File: config.mk
export PLATFORM = sky130hd
export DESIGN_NAME = dac7611_rx
export DESIGN_NICKNAME = d
export VERILOG_FILES = /design/src/rtl/dac7611_rx.sv
export SDC_FILE = /design/constraint.sdc
export NUM_CORES = 1
export LEC_CHECK = 0
export ABC_AREA = 1
export CORE_MARGIN = 4
export CORE_UTILIZATION = 45
export CTS_CLUSTER_SIZE = 30
export DETAILED_ROUTE_END_ITERATION = 7
export DONT_BUFFER_PORTS = 1
export GPL_ROUTABILITY_DRIVEN = 0
export PLACE_DENSITY_LB_ADDON = 0.3
export REMOVE_ABC_BUFFERS = 1
export SYNTH_ARGS = -nofsm -noshare
export SYNTH_HDL_FRONTEND = slang
export SYNTH_SLANG_ARGS = --single-unit
File: constraint.sdc
create_clock -name clk -period 2.4 [get_ports clk]
set_input_delay 0.24 -clock clk [delete_from_list [all_inputs] [get_ports clk]]
set_output_delay 0.24 -clock clk [all_outputs]
set_load 0.005 [all_outputs]
File: src/rtl/dac7611_rx.sv
// Receiver for the DAC7611 three-wire load interface (CLK, SDI, LD).
// Oversamples the pins on the system clock and reconstructs each serial word.
module dac7611_rx #(
    parameter int DATA_W      = 12,
    parameter int SYNC_STAGES = 2
) (
    input  logic              clk,
    input  logic              rst,
    input  logic              enable,
    input  logic              CLK_3,
    input  logic              SDI_4,
    input  logic              LD_5,
    output logic [DATA_W-1:0] dac_word,
    output logic              word_valid,
    output logic              frame_err,
    output logic [7:0]        frame_cnt,
    output logic              busy
);
    localparam int NPINS   = 3;
    localparam int PIN_CLK = 0;
    localparam int PIN_SDI = 1;
    localparam int PIN_LD  = 2;
    localparam int CNT_W   = 4;
    localparam logic [CNT_W-1:0] CNT_MAX  = '1;
    localparam logic [CNT_W-1:0] CNT_FULL = CNT_W'(DATA_W);

    typedef enum logic {IDLE, SHIFT} state_t;

    logic [NPINS-1:0] pins;
    logic [NPINS-1:0] pin_sync;

    assign pins[PIN_CLK] = CLK_3;
    assign pins[PIN_SDI] = SDI_4;
    assign pins[PIN_LD]  = LD_5;

    genvar gi;
    generate
        for (gi = 0; gi < NPINS; gi++) begin : g_sync
            logic [SYNC_STAGES-1:0] chain_reg;
            always_ff @(posedge clk or posedge rst) begin
                if (rst) begin
                    chain_reg <= '0;
                end else begin
                    chain_reg <= {chain_reg[SYNC_STAGES-2:0], pins[gi]};
                end
            end
            assign pin_sync[gi] = chain_reg[SYNC_STAGES-1];
        end
    endgenerate

    logic                   prev_clk_reg;
    logic                   prev_ld_reg;
    logic [SYNC_STAGES:0]   prime_reg;
    logic                   primed;
    logic                   clk_rise;
    logic                   ld_rise;
    logic                   ld_fall;
    logic                   sdi;

    // Edges are masked until the chains have filled with real pin levels, so a
    // pin that was already high across reset release does not look like a rise.
    always_ff @(posedge clk or posedge rst) begin
        if (rst) begin
            prev_clk_reg <= 1'b0;
            prev_ld_reg  <= 1'b0;
            prime_reg    <= '0;
        end else begin
            prev_clk_reg <= pin_sync[PIN_CLK];
            prev_ld_reg  <= pin_sync[PIN_LD];
            prime_reg    <= {prime_reg[SYNC_STAGES-1:0], 1'b1};
        end
    end

    assign primed   = prime_reg[SYNC_STAGES];
    assign clk_rise = primed &  pin_sync[PIN_CLK] & ~prev_clk_reg;
    assign ld_rise  = primed &  pin_sync[PIN_LD]  & ~prev_ld_reg;
    assign ld_fall  = primed & ~pin_sync[PIN_LD]  &  prev_ld_reg;
    assign sdi      = pin_sync[PIN_SDI];

    state_t            state_reg;
    logic [DATA_W-1:0] shift_reg;
    logic [DATA_W-1:0] shift_next;
    logic [CNT_W-1:0]  cnt_reg;
    logic [CNT_W-1:0]  cnt_next;
    logic [DATA_W-1:0] dac_word_reg;
    logic              word_valid_reg;
    logic              frame_err_reg;
    logic [7:0]        frame_cnt_reg;
    logic              busy_reg;

    // The shift/count update is computed ahead so a clock edge that coincides
    // with the LD fall is counted before the frame is judged.
    always_comb begin
        shift_next = shift_reg;
        cnt_next   = cnt_reg;
        if (clk_rise) begin
            shift_next = {shift_reg[DATA_W-2:0], sdi};
            if (cnt_reg != CNT_MAX) begin
                cnt_next = cnt_reg + CNT_W'(1);
            end
        end
    end

    always_ff @(posedge clk or posedge rst) begin
        if (rst) begin
            state_reg      <= IDLE;
            shift_reg      <= '0;
            cnt_reg        <= '0;
            dac_word_reg   <= '0;
            word_valid_reg <= 1'b0;
            frame_err_reg  <= 1'b0;
            frame_cnt_reg  <= '0;
            busy_reg       <= 1'b0;
        end else begin
            word_valid_reg <= 1'b0;
            frame_err_reg  <= 1'b0;
            if (!enable) begin
                state_reg <= IDLE;
                shift_reg <= '0;
                cnt_reg   <= '0;
                busy_reg  <= 1'b0;
            end else begin
                case (state_reg)
                    IDLE: begin
                        if (ld_rise) begin
                            shift_reg <= '0;
                            cnt_reg   <= '0;
                            state_reg <= SHIFT;
                            busy_reg  <= 1'b1;
                        end
                    end
                    SHIFT: begin
                        shift_reg <= shift_next;
                        cnt_reg   <= cnt_next;
                        if (ld_fall) begin
                            if (cnt_next == CNT_FULL) begin
                                dac_word_reg   <= shift_next;
                                word_valid_reg <= 1'b1;
                                frame_cnt_reg  <= frame_cnt_reg + 8'd1;
                            end else begin
                                frame_err_reg  <= 1'b1;
                            end
                            state_reg <= IDLE;
                            busy_reg  <= 1'b0;
                        end
                    end
                    default: begin
                        state_reg <= IDLE;
                        busy_reg  <= 1'b0;
                    end
                endcase
            end
        end
    end

    assign dac_word   = dac_word_reg;
    assign word_valid = word_valid_reg;
    assign frame_err  = frame_err_reg;
    assign frame_cnt  = frame_cnt_reg;
    assign busy       = busy_reg;

endmodule

==> flow_summary.yaml <==
critical_path:
  path_cells: "ha_1 > nand3_1 > inv_1 > nor2_2 > nand2_1 > nand2_1 > nand2_1 > nor2_4 > nand2_4 > nand2_1 > o21ai_2"
  worst_path_max_delay_cell: "dfrtp_1"
  max_stage_delay_ps: 420
  path_common_cell: "nand2_1"
  cp_max_fo: 27
  crit_type: "register to register"
  critPathRequiredTime_ps: 2590
  endpoint_kind: "register"
  arrival_ps: 2030
  start_kind: "register"
grt:
  antenna_found_initial: 0
  grt_pass1_wl_um: 6910
  grt_max_degree: 28
  grt_overflow: 0
  grt_pass1_vias: 1512
  grt_usage: 0.143
job:
  cap_violations: 0
timing:
  hold_viol: 0
  finalMaxSlewViolations: 0
  clock_skew_ps: 6.33
  setup_viol: 0
  max_slew.worst_pin.slew_ps: 626
  worst_slack_ps: 558
  post-route-period-util: 0.768
  timing.fmax_mhz: 543
  finalCriticalPeriod_ps: 1840
  rsz0062_at_grt: "false"
  setup-tns-final_ps: 0
  slew_headroom: 0.582
synth:
  synth_seq_cells: 51
  yosys_most_used_dff: "dfrtp_1"
  syn_inst: 236
  yosysSeqAreaShare: 0.570
  synth_top_family_by_area: "simple AND/OR/NAND/NOR gates"
  syn-cell-area_mm2: 0.00224
  yosys.area.top_type_share: 0.570
  synth_warnings: 0
  synth_compound_area_frac: 0.126
  avgSynthCellArea_um2: 9.50
  synth-adder-area-share: 0.0112
  synth-async-reset-ratio: 1.00
  synth.distinct_cells: 29
  synth-edff-count: 0
  synth_xor_area_frac: 0.00782
  synth_area_leader_cell: "dfrtp_1"
  synth.area.top_cells: "dfrtp_1 (57%), nand2_1 (9.2%), inv_1 (5.0%)"
  synth_mux_area_frac: 0
  synth-simple-area-share: 0.208
pwr:
  switching_share: 0.230
  clockPowerShare: 0.350
  comb_power_share: 0.049
  power_density_mw_per_mm2: 598
  power_leakage_uw: 0.00120
  p_seq_frac: 0.601
  p_sw_uw: 337
  irDropWorstVdd_mv: 0.364
  internal_power_uw: 1130
route:
  ant_nets: 0
  dr.pass1.iters: 5
  vias: 1543
  avgRoutedWirePerCell_um: 12.2
  viasPerCell: 4.95
  drc: 0
  wl_um: 3800
  dr.first_iter.drc_count: 81
floorplanning:
  num_rows: 25
  fp.coreArea_mm2: 0.00479
  io_pins: 29
  die_area_mm2: 0.00617
  die_h_um: 78.6
  start_util: 0.468
  dieWidth_um: 78.6
worst_hold_path:
  min-delay-path-class: "input port to register"
place:
  pre_cts_ws_ps: 575
  placed_cells: 300
  io_buffers: 0
  dpl.hpwl_um: 2700
layout:
  diodes: 0
  final_layout_size_suffix_gt1_frac: 0.176
  layout.cells.non_filler: 312
  syn_to_final_growth_pct: 9.27
  fillerInstances: 439
  final_nets: 252
clock_network:
  cts_tree: "done"
  cts_made_buffers: 5
  cts_root_buffer: "clkbuf_8"
  cts.sinks: 51
  cts.path.max_buffers: 2
  clk_pin_slew_worst_paths_ps: 90
  clkLatencyLatePin_ps: 300
  post-cts-setup-buffers: 0
  cts_resized: 0
  clock_tree.htree_level_count: 2
run_status:
  status: "finished, final reports clean"
synthesized netlist by cell type (2+ instances only):
cell type and number:
nand2_2 7, nor2_4 3, nand3_1 13, buf_6 2, o22ai_1 15, dfrtp_1 51, nor2_1 5, nor3_1 4
ha_1 2, o21ai_2 12, inv_1 30, o21ai_0 13, nand4_1 6, clkbuf_1 3, inv_2 2, nand2_1 55
cells by family (layout without fill, tap and decap cells):
kind of cell | count (synthesis) | after routing
AO/OA/AOI/OAI | 42 | 42
XOR/XNOR | 2 | 2
adder cells (fa/ha/maj) | 2 | 2
buffers and inverters | 40 | 49
flip-flops | 51 | 51
other | 1 | 1
AND/OR/NAND/NOR | 98 | 98
timing repair:
item	CTS	global route
hold buffers	4	0
endpoints found under the hold margin	18	0
setup endpoints to repair	0	0
routing by layer:
layer / global-route usage / vias up / wire, um
li1: - / 783 / -
met1: 0.175 / 726 / 1770
met2: 0.232 / 28 / 1780
met3: 0.0436 / 6 / 185
met4: 0.0629 / 0 / 69
met5: 0 / - / 0
area by class of cell:
cell class	instances	area [um^2]	share of cell area
clock inverter	2	13.8	0.00562
clock buffer	6	82.6	0.0337
timing repair buffer	9	77.6	0.0317
tap	67	83.8	0.0342
inverter	32	120	0.0491
sequential	51	1280	0.521
multi-input combinational	145	795	0.324
final timing paths:
path                            depth (start not counted)          from  slack [ps]                      to
max in group asynchronous                               3           rst        1490              cnt_reg[2]
worst max-delay path                                   11    cnt_reg[0]         560            dac_word[10]
worst max register to register                         11    cnt_reg[0]         560            dac_word[10]
min in group asynchronous                               2           rst         340  g_sync[1].chain_reg[0]
worst min-delay path                                    2        enable          70                    busy
worst min register to register                          0  prime_reg[0]         350            prime_reg[1]
critical path: cells and delay by family, from the launching register on:
family	cells	cell delay (ps)
and+or+nand+nor	8	940
DFF	1	420
adders and majority gates	1	240
buffers and inverters	1	70
AOI/OAI and AO/OA	1	60
power by group through the flow:
| stage | Combinational (uW) | Sequential, uW | Clock, uW |
|---|---|---|---|
| after global routing | 83.0 | 883 | 568 |
| after CTS | 73.7 | 881 | 535 |
| after global placement | 67.7 | 897 | 0 |
| after floorplan | 49.9 | 896 | 0 |
| after detailed placement | 68.5 | 898 | 0 |
| final | 71.3 | 881 | 513 |
per-stage QoR:
| stage | hold WS (ps) | util | cell area, um^2 | power [uW] |
|---|---|---|---|---|
| floorplan | 271 | - | 2190 | 945 |
| global placement | 109 | 0.483 | 2310 | 965 |
| detailed placement | 113 | 0.483 | 2310 | 967 |
| CTS | 63.1 | 0.512 | 2450 | 1490 |
| global route | 75.4 | 0.512 | 2450 | 1530 |
| finish | 73.8 | 0.512 | 2450 | 1460 |
placed cells by master, fill, tap and decap left out:
master,Yosys,final
clkinv_2,0,1
o221ai_1,1,1
o21ai_0,13,13
nand3_2,1,1
dlygate4sd3_1,0,4
inv_2,2,3
nor3_1,4,4
nor2_4,3,3
inv_1,30,29
conb_1,1,1
nand4_1,6,6
a31o_2,1,1
nor2_2,1,1
or2_2,1,1
nand2_4,1,1
xor2_1,1,1
nand3_1,13,13
nand2_1,55,55
xnor2_1,1,1
buf_4,1,5
nand2_2,7,7
o21ai_2,12,12
dfrtp_1,51,51
inv_6,0,1
ha_1,2,2
clkbuf_8,0,6
nor2_1,5,5
nand3b_1,1,1
o22ai_1,15,15
Power figures use the tool's default switching activity.
